### config.mk
export PLATFORM = sky130hd
export DESIGN_NAME = mem_port_arbiter_flat
export DESIGN_NICKNAME = d
export VERILOG_FILES = /design/src/rtl/mem_port_arbiter_if.sv /design/src/rtl/mem_port_arbiter.sv /design/src/flat_wrapper.sv
export SDC_FILE = /design/constraint.sdc
export NUM_CORES = 1
export LEC_CHECK = 0
export CAP_MARGIN = 20
export CORE_ASPECT_RATIO = 1.4
export CORE_MARGIN = 4
export CORE_UTILIZATION = 36
export CTS_BUF_LIST = sky130_fd_sc_hd__clkbuf_8 sky130_fd_sc_hd__clkbuf_16
export CTS_CLUSTER_DIAMETER = 150
export CTS_CLUSTER_SIZE = 16
export DETAILED_ROUTE_END_ITERATION = 6
export PLACE_DENSITY_LB_ADDON = 0.12
export SETUP_SLACK_MARGIN = 0.2
export SLEW_MARGIN = 20
export SYNTH_ARGS = -nofsm -noshare
export SYNTH_HDL_FRONTEND = slang
export SYNTH_SLANG_ARGS = --single-unit
### constraint.sdc
create_clock -name clk -period 1.7 [get_ports clk]
set_input_delay 0.17 -clock clk [delete_from_list [all_inputs] [get_ports clk]]
set_output_delay 0.17 -clock clk [all_outputs]
set_load 0.01 [all_outputs]
### src/rtl/mem_port_arbiter_if.sv
// mem_port_arbiter_if: one requester's access port (request, write data, grant, read return).
// Latency: gnt is combinational in the request cycle; rvalid/rdata arrive one cycle after a granted read.
// Backpressure: the requester holds req/we/lock/addr/wdata stable until it sees gnt.
interface mem_port_arbiter_if #(
  parameter int A_S = 10
);
  logic           req;
  logic           we;
  logic           lock;
  logic [A_S-1:0] addr;
  logic [31:0]    wdata;
  logic           gnt;
  logic           rvalid;
  logic [31:0]    rdata;

  // Requester side drives the access, arbiter side answers it.
  modport master (output req, we, lock, addr, wdata, input gnt, rvalid, rdata);
  modport slave  (input req, we, lock, addr, wdata, output gnt, rvalid, rdata);
endinterface

### src/rtl/mem_port_arbiter.sv
// mem_port_arbiter: shares one single-port RAM (comb read, sync write) between port A (LSU) and port B (debug/DMA).
// Latency: grant is combinational in the request cycle; read data/rvalid registered one cycle after a granted read.
// Backpressure: losers wait with request held; round-robin on conflict, bounded lock (MAX_LOCK) for RMW.
// Optional feature: define MEM_ARB_PERF_CNT_EN to add a_gnt_cnt/b_gnt_cnt/conflict_cnt counters.
module mem_port_arbiter #(
  parameter int ADDRESS_SIZE = 1024,
  parameter int A_S          = $clog2(ADDRESS_SIZE),
  parameter int MAX_LOCK     = 8
) (
  input  logic                clk,
  input  logic                rst_n,
  mem_port_arbiter_if.slave   port_a,
  mem_port_arbiter_if.slave   port_b,
  output logic [A_S-1:0]      ram_address,
  output logic                ram_mem_write,
  output logic [31:0]         ram_write_data,
  input  logic [31:0]         ram_read_data
`ifdef MEM_ARB_PERF_CNT_EN
  ,
  output logic [31:0]         a_gnt_cnt,
  output logic [31:0]         b_gnt_cnt,
  output logic [31:0]         conflict_cnt
`endif
);

  localparam int CW = $clog2(MAX_LOCK + 1);
  localparam logic [CW-1:0] CNT_MAX = CW'(MAX_LOCK);
  localparam logic [CW-1:0] CNT_ONE = CW'(1);

  typedef enum logic [1:0] {
    ST_IDLE   = 2'd0,
    ST_LOCK_A = 2'd1,
    ST_LOCK_B = 2'd2
  } state_t;

  state_t         state;
  state_t         state_nxt;
  logic [CW-1:0]  lock_cnt;
  logic [CW-1:0]  cnt_nxt;
  logic [CW-1:0]  lock_cnt_inc;
  logic           last_b;       // 1 when B owned the most recent grant
  logic           gnt_a;
  logic           gnt_b;
  logic           rvalid_a;
  logic           rvalid_b;
  logic [31:0]    rdata_a;
  logic [31:0]    rdata_b;

  assign lock_cnt_inc = lock_cnt + CNT_ONE;

  // State register: FSM state, lock run length and round-robin history.
  always_ff @(posedge clk or negedge rst_n) begin
    if (!rst_n) begin
      state    <= ST_IDLE;
      lock_cnt <= '0;
      last_b   <= 1'b1;
    end else begin
      state    <= state_nxt;
      lock_cnt <= cnt_nxt;
      if (gnt_a) begin
        last_b <= 1'b0;
      end else if (gnt_b) begin
        last_b <= 1'b1;
      end
    end
  end

  // Next state: enter a lock on a locked grant, leave it on unlock, abandon or run-length limit.
  always_comb begin
    state_nxt = state;
    cnt_nxt   = lock_cnt;
    case (state)
      ST_IDLE: begin
        cnt_nxt = '0;
        // With MAX_LOCK==1 a single locked grant already exhausts the lock.
        if (MAX_LOCK > 1) begin
          if (gnt_a && port_a.lock) begin
            state_nxt = ST_LOCK_A;
            cnt_nxt   = CNT_ONE;
          end else if (gnt_b && port_b.lock) begin
            state_nxt = ST_LOCK_B;
            cnt_nxt   = CNT_ONE;
          end
        end
      end
      ST_LOCK_A: begin
        if (!gnt_a || !port_a.lock || (lock_cnt_inc == CNT_MAX)) begin
          state_nxt = ST_IDLE;
          cnt_nxt   = '0;
        end else begin
          cnt_nxt = lock_cnt_inc;
        end
      end
      ST_LOCK_B: begin
        if (!gnt_b || !port_b.lock || (lock_cnt_inc == CNT_MAX)) begin
          state_nxt = ST_IDLE;
          cnt_nxt   = '0;
        end else begin
          cnt_nxt = lock_cnt_inc;
        end
      end
      default: begin
        state_nxt = ST_IDLE;
        cnt_nxt   = '0;
      end
    endcase
  end

  // Outputs: same-cycle grant decision and RAM pin steering; nothing granted while in reset.
  always_comb begin
    gnt_a = 1'b0;
    gnt_b = 1'b0;
    if (rst_n) begin
      case (state)
        ST_IDLE: begin
          if (port_a.req && (!port_b.req || last_b)) begin
            gnt_a = 1'b1;
          end else if (port_b.req) begin
            gnt_b = 1'b1;
          end
        end
        ST_LOCK_A: gnt_a = port_a.req;
        ST_LOCK_B: gnt_b = port_b.req;
        default: begin
          gnt_a = 1'b0;
          gnt_b = 1'b0;
        end
      endcase
    end

    ram_address    = port_a.addr;
    ram_mem_write  = 1'b0;
    ram_write_data = port_a.wdata;
    if (gnt_a) begin
      ram_mem_write = port_a.we;
    end else if (gnt_b) begin
      ram_address    = port_b.addr;
      ram_mem_write  = port_b.we;
      ram_write_data = port_b.wdata;
    end
  end

  // Read return: capture RAM data at the edge ending a granted read; rvalid pulses one cycle.
  always_ff @(posedge clk or negedge rst_n) begin
    if (!rst_n) begin
      rvalid_a <= 1'b0;
      rvalid_b <= 1'b0;
      rdata_a  <= '0;
      rdata_b  <= '0;
    end else begin
      rvalid_a <= gnt_a && !port_a.we;
      rvalid_b <= gnt_b && !port_b.we;
      if (gnt_a && !port_a.we) begin
        rdata_a <= ram_read_data;
      end
      if (gnt_b && !port_b.we) begin
        rdata_b <= ram_read_data;
      end
    end
  end

  assign port_a.gnt    = gnt_a;
  assign port_b.gnt    = gnt_b;
  assign port_a.rvalid = rvalid_a;
  assign port_b.rvalid = rvalid_b;
  assign port_a.rdata  = rdata_a;
  assign port_b.rdata  = rdata_b;

`ifdef MEM_ARB_PERF_CNT_EN
  // Performance counters: grants per port and cycles with both ports requesting; free-running wrap.
  always_ff @(posedge clk or negedge rst_n) begin
    if (!rst_n) begin
      a_gnt_cnt    <= '0;
      b_gnt_cnt    <= '0;
      conflict_cnt <= '0;
    end else begin
      if (gnt_a) begin
        a_gnt_cnt <= a_gnt_cnt + 32'd1;
      end
      if (gnt_b) begin
        b_gnt_cnt <= b_gnt_cnt + 32'd1;
      end
      if (port_a.req && port_b.req) begin
        conflict_cnt <= conflict_cnt + 32'd1;
      end
    end
  end
`endif

endmodule

### src/flat_wrapper.sv
// flat-port wrapper written by rule: the top's interface ports become plain ports
module mem_port_arbiter_flat 
#(
  parameter int ADDRESS_SIZE = 1024,
  parameter int A_S          = $clog2(ADDRESS_SIZE),
  parameter int MAX_LOCK     = 8
)
  (clk, rst_n, ram_address, ram_mem_write, ram_write_data, ram_read_data, port_a_req, port_a_we, port_a_lock, port_a_addr, port_a_wdata, port_a_gnt, port_a_rvalid, port_a_rdata, port_b_req, port_b_we, port_b_lock, port_b_addr, port_b_wdata, port_b_gnt, port_b_rvalid, port_b_rdata);
  mem_port_arbiter_if #(.A_S(A_S)) port_a_i ();
  mem_port_arbiter_if #(.A_S(A_S)) port_b_i ();
  input  logic clk;
  input  logic rst_n;
  output logic [A_S-1:0] ram_address;
  output logic ram_mem_write;
  output logic [31:0] ram_write_data;
  input  logic [31:0] ram_read_data;
  input wire logic [$bits(port_a_i.req)-1:0] port_a_req;
  input wire logic [$bits(port_a_i.we)-1:0] port_a_we;
  input wire logic [$bits(port_a_i.lock)-1:0] port_a_lock;
  input wire logic [$bits(port_a_i.addr)-1:0] port_a_addr;
  input wire logic [$bits(port_a_i.wdata)-1:0] port_a_wdata;
  output wire logic [$bits(port_a_i.gnt)-1:0] port_a_gnt;
  output wire logic [$bits(port_a_i.rvalid)-1:0] port_a_rvalid;
  output wire logic [$bits(port_a_i.rdata)-1:0] port_a_rdata;
  input wire logic [$bits(port_b_i.req)-1:0] port_b_req;
  input wire logic [$bits(port_b_i.we)-1:0] port_b_we;
  input wire logic [$bits(port_b_i.lock)-1:0] port_b_lock;
  input wire logic [$bits(port_b_i.addr)-1:0] port_b_addr;
  input wire logic [$bits(port_b_i.wdata)-1:0] port_b_wdata;
  output wire logic [$bits(port_b_i.gnt)-1:0] port_b_gnt;
  output wire logic [$bits(port_b_i.rvalid)-1:0] port_b_rvalid;
  output wire logic [$bits(port_b_i.rdata)-1:0] port_b_rdata;
  assign port_a_i.req = port_a_req;
  assign port_a_i.we = port_a_we;
  assign port_a_i.lock = port_a_lock;
  assign port_a_i.addr = port_a_addr;
  assign port_a_i.wdata = port_a_wdata;
  assign port_a_gnt = port_a_i.gnt;
  assign port_a_rvalid = port_a_i.rvalid;
  assign port_a_rdata = port_a_i.rdata;
  assign port_b_i.req = port_b_req;
  assign port_b_i.we = port_b_we;
  assign port_b_i.lock = port_b_lock;
  assign port_b_i.addr = port_b_addr;
  assign port_b_i.wdata = port_b_wdata;
  assign port_b_gnt = port_b_i.gnt;
  assign port_b_rvalid = port_b_i.rvalid;
  assign port_b_rdata = port_b_i.rdata;
  mem_port_arbiter #(.ADDRESS_SIZE(ADDRESS_SIZE), .A_S(A_S), .MAX_LOCK(MAX_LOCK)) u_core (.clk(clk), .rst_n(rst_n), .port_a(port_a_i), .port_b(port_b_i), .ram_address(ram_address), .ram_mem_write(ram_mem_write), .ram_write_data(ram_write_data), .ram_read_data(ram_read_data));
endmodule
==> run_summary.xml, run 1 <==
<?xml version="1.0" encoding="UTF-8"?>
<metrics>
  <group name="floorplanning">
    <metric name="chipHeight" unit="um">125</metric>
    <metric name="placementRows" unit="">42</metric>
    <metric name="overall_die_area" unit="sq um">11400</metric>
    <metric name="start_util" unit="%">37.0</metric>
    <metric name="chipWidth" unit="um">91.3</metric>
    <metric name="coreArea" unit="sq um">9460</metric>
    <metric name="ios" unit="">235</metric>
  </group>
  <group name="route">
    <metric name="ant_nets" unit="">0</metric>
    <metric name="drt-wirelength-per-cell" unit="um">19.4</metric>
    <metric name="vias" unit="">3458</metric>
    <metric name="route.detailed.vias_per_inst" unit="">4.86</metric>
    <metric name="routed_wl" unit="mm">13.8</metric>
    <metric name="drt-initial-drc-count" unit="">110</metric>
    <metric name="drc" unit="">0</metric>
    <metric name="drt-pass1-iter-count" unit="">4</metric>
  </group>
  <group name="timing">
    <metric name="slew_viol_final" unit="">0</metric>
    <metric name="share_of_the_cycle_needed_by_the_critical_path_after_routing" unit="%">111</metric>
    <metric name="setup-violations-final" unit="">108</metric>
    <metric name="hold_viol" unit="">0</metric>
    <metric name="worstMarginPinSlew" unit="ns">0.933</metric>
    <metric name="postLayoutSetupSlackWorst" unit="ns">-0.191</metric>
    <metric name="unrepaired_setup_endpoints_after_global_routing" unit="">yes</metric>
    <metric name="period_minus_slack" unit="ns">1.89</metric>
    <metric name="timing.fmax" unit="MHz">529</metric>
    <metric name="final.setup_skew" unit="ns">0.00560</metric>
    <metric name="slew_headroom" unit="%">37.8</metric>
  </group>
  <group name="global_routing">
    <metric name="grt_antenna_before_repair" unit="">0</metric>
    <metric name="grt_pass1_vias" unit="">3635</metric>
    <metric name="overflow" unit="">0</metric>
    <metric name="grt_first_pass_wirelength" unit="mm">20.1</metric>
    <metric name="gr-usage-all-layers" unit="%">23.2</metric>
    <metric name="maximum_number_of_pins_on_one_net_before_global_route_repair" unit="">74</metric>
  </group>
  <group name="synthesis">
    <metric name="synth.lib_cells_used.distinct" unit="">30</metric>
    <metric name="synth.avg_cell_area" unit="sq um">11.1</metric>
    <metric name="warnings_synthesis" unit="">0</metric>
    <metric name="post_synthesis_register_bit_count" unit="">73</metric>
    <metric name="synthCells" unit="">315</metric>
    <metric name="synth.cell_area" unit="sq um">3500</metric>
    <metric name="synthesized_netlist_net_count" unit="">440</metric>
    <metric name="ys_seq_area_share" unit="%">52.2</metric>
  </group>
  <group name="place">
    <metric name="post_dp_cell_area" unit="sq um">6180</metric>
    <metric name="buffer_ports.inserted" unit="">234</metric>
    <metric name="post-place-cells" unit="">663</metric>
    <metric name="place_congestion" unit="">0.837</metric>
    <metric name="dp_hpwl" unit="mm">9.91</metric>
  </group>
  <group name="cts">
    <metric name="clock_sink_count" unit="">73</metric>
    <metric name="h-tree-depth" unit="">3</metric>
    <metric name="cts_buffer_depth" unit="">2</metric>
    <metric name="cts_tree" unit="">built</metric>
    <metric name="cts-root-buf" unit="">sky130_fd_sc_hd__clkbuf_16</metric>
    <metric name="clk-insertion-delay-late" unit="ns">0.33</metric>
    <metric name="numCtsBuffers" unit="">9</metric>
    <metric name="cts.clk_slew.worst_paths" unit="ns">0.06</metric>
  </group>
  <group name="layout">
    <metric name="layout_stage_area_growth_over_the_synthesis_result" unit="%">107</metric>
    <metric name="final_net_count" unit="">721</metric>
    <metric name="stdcell_area" unit="sq um">7260</metric>
    <metric name="drive_gt1_share" unit="%">39.9</metric>
    <metric name="final_cells" unit="">711</metric>
    <metric name="num-fill-cells" unit="">645</metric>
    <metric name="antenna_cells" unit="">0</metric>
  </group>
  <group name="power_and_ir_drop">
    <metric name="cellLeakagePower" unit="nW">3.35</metric>
    <metric name="cellPowerDensity" unit="nW/um^2">997</metric>
    <metric name="vdd_drop_max" unit="V">0.000695</metric>
  </group>
  <group name="outcome">
    <metric name="failed_checks" unit="">setup timing</metric>
    <metric name="status" unit="">finished, violations left</metric>
  </group>
  <group name="flow_run">
    <metric name="drv_cap" unit="">0</metric>
  </group>
  <group name="setup_path">
    <metric name="worst-endpoint-required" unit="ns">1.92</metric>
    <metric name="critical_path.startpoint_type" unit="">register</metric>
    <metric name="path_max_fanout" unit="">8</metric>
    <metric name="path_class" unit="">reg2reg</metric>
    <metric name="critPathArrivalTime" unit="ns">2.11</metric>
    <metric name="worst_setup_ep_type" unit="">register</metric>
  </group>
  <group name="worst_hold_path">
    <metric name="hp-class" unit="">in2async</metric>
  </group>
</metrics>
-- critical path, stage by stage (launching register included) --
cell and delay (ns):
sky130_fd_sc_hd__dfrtp_1 0.40, sky130_fd_sc_hd__and3b_2 0.28, sky130_fd_sc_hd__nand2_4 0.08, sky130_fd_sc_hd__buf_6 0.14, sky130_fd_sc_hd__buf_12 0.13, sky130_fd_sc_hd__nor2_4 0.16, sky130_fd_sc_hd__buf_6 0.14, sky130_fd_sc_hd__buf_12 0.14
sky130_fd_sc_hd__mux2_4 0.30
-- cells by family after synthesis --
family,after synthesis,synth area share (%)
AND/OR/NAND/NOR,146,17.0
flip-flops,73,52.2
multiplexers,64,23.7
buffers and inverters,20,4.08
AO/OA/AOI/OAI,9,2.11
XOR/XNOR,2,0.501
adder cells (fa/ha/maj),1,0.357
-- sequential cells by signal, summed over array words and instances (netlist names) --
register,flops
u_core.port_b.rvalid,1
u_core.last_b,1
u_core.port_b.rdata,32
u_core.lock_cnt,4
u_core.port_a.rdata,32
u_core.port_a.rvalid,1
u_core.state,2
-- cell usage in the layout, fill, tap and decap left out, drive strengths merged, types with 2 or more instances in the layout --
| master | n |
|---|---|
| o211ai | 3 |
| clkdlybuf4s50 | 188 |
| dfrtp | 72 |
| buf | 96 |
| and3b | 3 |
| clkinv | 2 |
| mux2 | 64 |
| inv | 6 |
| and3 | 2 |
| clkbuf | 11 |
| nand3 | 2 |
| nor2 | 7 |
| clkinvlp | 2 |
| nand2 | 130 |
-- through the flow --
stage               worst slack, ns  util, %  TNS, ns  hold WS (ns)  power, mW
detailed placement           -0.404     65.4   -30.58         0.491       5.11
finish                       -0.191     76.7   -12.94         0.190       7.24
CTS                          -0.228     72.3   -11.67         0.212       7.13
global route                 -0.239     76.7   -18.54         0.283       7.54
global placement             -0.405     65.4   -28.02         0.491       5.07
floorplan                    0.0888        -        0        -0.126       3.49
-- Yosys cell counts, drive strengths merged --
library cell	count	area share (%)
mux2	64	24
o22ai	1	0.18
and3b	3	0.79
inv	5	0.54
nor2	7	0.97
ha	1	0.36
nand3	2	0.29
xnor2	1	0.25
a22o	1	0.29
o31a	1	0.50
nor2b	1	0.39
o21ai	1	0.14
dfrtp	72	51
o211ai	3	0.64
dfstp	1	0.75
a21boi	1	0.21
and3	2	0.36
buf	7	2.7
clkbuf	8	0.86
xor2	1	0.25
nand2	130	14
nand3b	1	0.21
a21oi	1	0.14
-- layout make-up --
cell class                 count  area [sq um]  area share [%]
clock inverter                 6          58.8           0.810
timing repair buffer         285          3050            42.0
multi-input combinational    222          1930            26.5
inverter                       5          21.3           0.293
clock buffer                  10           239            3.29
tap                          110           138            1.90
sequential                    73          1830            25.2
-- metal layers --
layer / GRT usage (%) / vias to the layer above / part of all wire [%] / routed length (um)
met4: 7.55 / 0 / 2.3 / 322
met5: 0 / - / 0 / 0
met1: 27.5 / 1664 / 39 / 5440
met2: 39.2 / 180 / 49 / 6810
li1: - / 1593 / - / -
met3: 7.61 / 21 / 8.9 / 1220
-- report_power, final --
group	leakage (nW)	switching (mW)	internal (mW)	total (mW)
clock	0.146	0.705	1.16	1.87
combinational	2.33	1.02	1.92	2.94
sequential	0.881	0.254	2.17	2.43
-- worst paths after layout --
check,from,endpoint,slack [ns],depth (start not counted)
min reg2reg,u_core.port_a.rdata[20]$_DFFE_PN0P_,u_core.port_a.rdata[20]$_DFFE_PN0P_,0.51,1
min in group clk,rst_n,u_core.last_b$_DFFE_PN1P_,0.41,5
max reg2reg,u_core.state[0]$_DFFE_PN0P_,u_core.port_b.rdata[9]$_DFFE_PN0P_,-0.19,8
max,u_core.state[0]$_DFFE_PN0P_,u_core.port_b.rdata[9]$_DFFE_PN0P_,-0.19,8
min,rst_n,u_core.port_b.rdata[2]$_DFFE_PN0P_,0.19,3
max in group asynchronous,rst_n,u_core.port_b.rdata[26]$_DFFE_PN0P_,0.91,3
-- timing repair --
action,CTS,global route
pin swaps,19,38
hold buffers,0,0
gates cloned,6,1
setup endpoints to repair,109,114
gates resized for setup,248,83
setup buffers,18,7
No activity file was read; power rests on OpenSTA's default activity.
==> run 2, diff against run 1 <==
- CAP_MARGIN: 20 -> unset
==> results of run 2 <==
Same layout as run 1: the final DEF is identical, and so are final timing and power.
==> run 3, diff against run 2 <==
- TNS_END_PERCENT: unset -> 50
==> run_summary.xml, run 3 (synthesis results as in run 1) <==
<?xml version="1.0" encoding="UTF-8"?>
<metrics>
  <group name="outcome">
    <metric name="status" unit="">finished, violations left</metric>
    <metric name="failed_checks" unit="">setup timing</metric>
  </group>
  <group name="timing">
    <metric name="period_minus_slack" unit="ns">1.95</metric>
    <metric name="slew_viol_final" unit="">0</metric>
    <metric name="setup-violations-final" unit="">108</metric>
    <metric name="postLayoutSetupSlackWorst" unit="ns">-0.254</metric>
    <metric name="final.setup_skew" unit="ns">0.00534</metric>
    <metric name="slew_headroom" unit="%">37.3</metric>
    <metric name="worstMarginPinSlew" unit="ns">0.940</metric>
    <metric name="finalHoldWorstSlack" unit="ns">0.189</metric>
    <metric name="hold_viol" unit="">0</metric>
    <metric name="share_of_the_cycle_needed_by_the_critical_path_after_routing" unit="%">115</metric>
    <metric name="unrepaired_setup_endpoints_after_global_routing" unit="">yes</metric>
    <metric name="timing.fmax" unit="MHz">512</metric>
  </group>
  <group name="place">
    <metric name="place_congestion" unit="">0.843</metric>
    <metric name="buffer_ports.inserted" unit="">234</metric>
    <metric name="dp_hpwl" unit="mm">10.1</metric>
    <metric name="pre_cts_slack" unit="ns">-0.399</metric>
  </group>
  <group name="global_routing">
    <metric name="overflow" unit="">0</metric>
    <metric name="global_route.peak_usage_layer" unit="">met2</metric>
    <metric name="met1_usage" unit="%">28.8</metric>
    <metric name="grt_pass1_vias" unit="">3637</metric>
    <metric name="grt_met3_usage" unit="%">12.3</metric>
    <metric name="grt_first_pass_wirelength" unit="mm">21.5</metric>
    <metric name="maximum_number_of_pins_on_one_net_before_global_route_repair" unit="">74</metric>
    <metric name="grt_antenna_before_repair" unit="">3</metric>
    <metric name="gr-usage-all-layers" unit="%">24.8</metric>
    <metric name="grt.met2_usage" unit="%">40.0</metric>
  </group>
  <group name="power_and_ir_drop">
    <metric name="cellLeakagePower" unit="nW">3.28</metric>
    <metric name="vdd_drop_max" unit="V">0.000892</metric>
    <metric name="total_power" unit="mW">7.36</metric>
    <metric name="cellPowerDensity" unit="nW/um^2">1050</metric>
  </group>
  <group name="floorplanning">
    <metric name="coreArea" unit="sq um">9460</metric>
    <metric name="placementRows" unit="">42</metric>
    <metric name="overall_die_area" unit="sq um">11400</metric>
    <metric name="chipHeight" unit="um">125</metric>
    <metric name="chipWidth" unit="um">91.3</metric>
    <metric name="start_util" unit="%">37.0</metric>
    <metric name="ios" unit="">235</metric>
  </group>
  <group name="setup_path">
    <metric name="path_max_fanout" unit="">7</metric>
    <metric name="critical_path.startpoint_type" unit="">register</metric>
    <metric name="worst-endpoint-required" unit="ns">1.92</metric>
    <metric name="max_stage_delay" unit="ns">0.37</metric>
    <metric name="path_cells" unit="">and3b_2 &gt; nand2_4 &gt; buf_6 &gt; buf_8 &gt; buf_6 &gt; nor2_4 &gt; buf_6 &gt; clkbuf_16 &gt; mux2_4</metric>
    <metric name="path_class" unit="">reg2reg</metric>
    <metric name="cpMaxStageDelayCell" unit="">sky130_fd_sc_hd__dfrtp_1</metric>
    <metric name="critPathArrivalTime" unit="ns">2.17</metric>
    <metric name="crit_top_cell" unit="">sky130_fd_sc_hd__buf_6</metric>
    <metric name="worst_setup_ep_type" unit="">register</metric>
  </group>
  <group name="layout">
    <metric name="layout.cells.most_common" unit="">sky130_fd_sc_hd__clkdlybuf4s50_1</metric>
    <metric name="final_net_count" unit="">718</metric>
    <metric name="layout_stage_area_growth_over_the_synthesis_result" unit="%">101</metric>
    <metric name="mostFrequentLayoutCells" unit="">188 x sky130_fd_sc_hd__clkdlybuf4s50_1, 113 x sky130_fd_sc_hd__nand2_1, 72 x sky130_fd_sc_hd__dfrtp_1</metric>
    <metric name="drive_gt1_share" unit="%">33.6</metric>
  </group>
  <group name="cts">
    <metric name="clock_sink_count" unit="">73</metric>
    <metric name="cts_buffer_depth" unit="">2</metric>
    <metric name="cts-root-buf" unit="">sky130_fd_sc_hd__clkbuf_16</metric>
    <metric name="h-tree-depth" unit="">3</metric>
    <metric name="post_cts_hold_buffer_count" unit="">0</metric>
    <metric name="cts_tree" unit="">built</metric>
    <metric name="numCtsBuffers" unit="">9</metric>
    <metric name="cts.clk_slew.worst_paths" unit="ns">0.06</metric>
    <metric name="clk-insertion-delay-late" unit="ns">0.34</metric>
  </group>
  <group name="route">
    <metric name="drt-pass1-iter-count" unit="">4</metric>
    <metric name="route.detailed.vias_per_inst" unit="">4.78</metric>
    <metric name="ant_nets" unit="">0</metric>
    <metric name="drt-initial-drc-count" unit="">92</metric>
    <metric name="drc" unit="">0</metric>
    <metric name="drt-wirelength-per-cell" unit="um">20.7</metric>
    <metric name="routed_wl" unit="mm">14.7</metric>
    <metric name="vias" unit="">3390</metric>
  </group>
  <group name="worst_hold_path">
    <metric name="hp-class" unit="">in2async</metric>
  </group>
  <group name="flow_run">
    <metric name="drv_cap" unit="">0</metric>
  </group>
</metrics>
## run 3: final timing paths
check,to,slack (ns),depth (start not counted),start
worst min register to register,u_core.port_b.rdata[3]$_DFFE_PN0P_,0.50,1,u_core.port_b.rdata[3]$_DFFE_PN0P_
worst min-delay path,u_core.lock_cnt[0]$_DFF_PN0_,0.19,3,rst_n
max in group asynchronous,u_core.port_a.rdata[3]$_DFFE_PN0P_,0.90,3,rst_n
worst max-delay path,u_core.port_b.rdata[30]$_DFFE_PN0P_,-0.25,9,u_core.state[0]$_DFFE_PN0P_
min in group clk,u_core.last_b$_DFFE_PN1P_,0.43,5,rst_n
worst max register to register,u_core.port_b.rdata[30]$_DFFE_PN0P_,-0.25,9,u_core.state[0]$_DFFE_PN0P_
## run 3: worst max-delay path: cells and delay by family, from the launching register on
kind,cells,cell delay (ns)
buffers and inverters,5,0.67
AND/OR/NAND/NOR,3,0.50
flip-flops,1,0.37
multiplexers,1,0.30
## run 3: report_power, final
part	switching (mW)	internal, mW	total [mW]	leakage [nW]
clock network	0.725	1.36	2.08	0.162
registers	0.258	2.17	2.43	0.881
logic	0.996	1.85	2.85	2.24
## run 3: layout make-up
class                   count  area (sq um)
diodes                      1          2.50
clock inverters             5          77.6
repair buffers            282          2980
multi-input cells         222          1730
fillers                   656          2430
inverters                   5          21.3
well taps                 110           138
flip-flops and latches     73          1830
clock buffers              11           253
## run 3: routing by layer
metal	wire length [um]	vias up	share of wire, %
met1	5620	1601	38
met4	298	6	2.0
met5	32	-	0.22
met2	7100	168	48
met3	1650	22	11
li1	-	1593	-
## run 3: repair_timing
action / 4_1_cts / 5_1_grt
gates resized for setup: 214 / 62
pin swaps: 4 / 10
endpoints found under the setup margin: 109 / 116
setup buffers: 11 / 8
cloned: 5 / 6
## run 3: stage by stage
step	utilization [%]	setup TNS [ns]	instances	area (sq um)
CTS	70.6	-14.52	694	6680
global route	74.3	-22.43	708	7030
detailed placement	64.1	-27.96	662	6060
global placement	64.1	-25.66	662	6060
floorplan	-	0	315	3500
finish	74.3	-14.61	709	7030
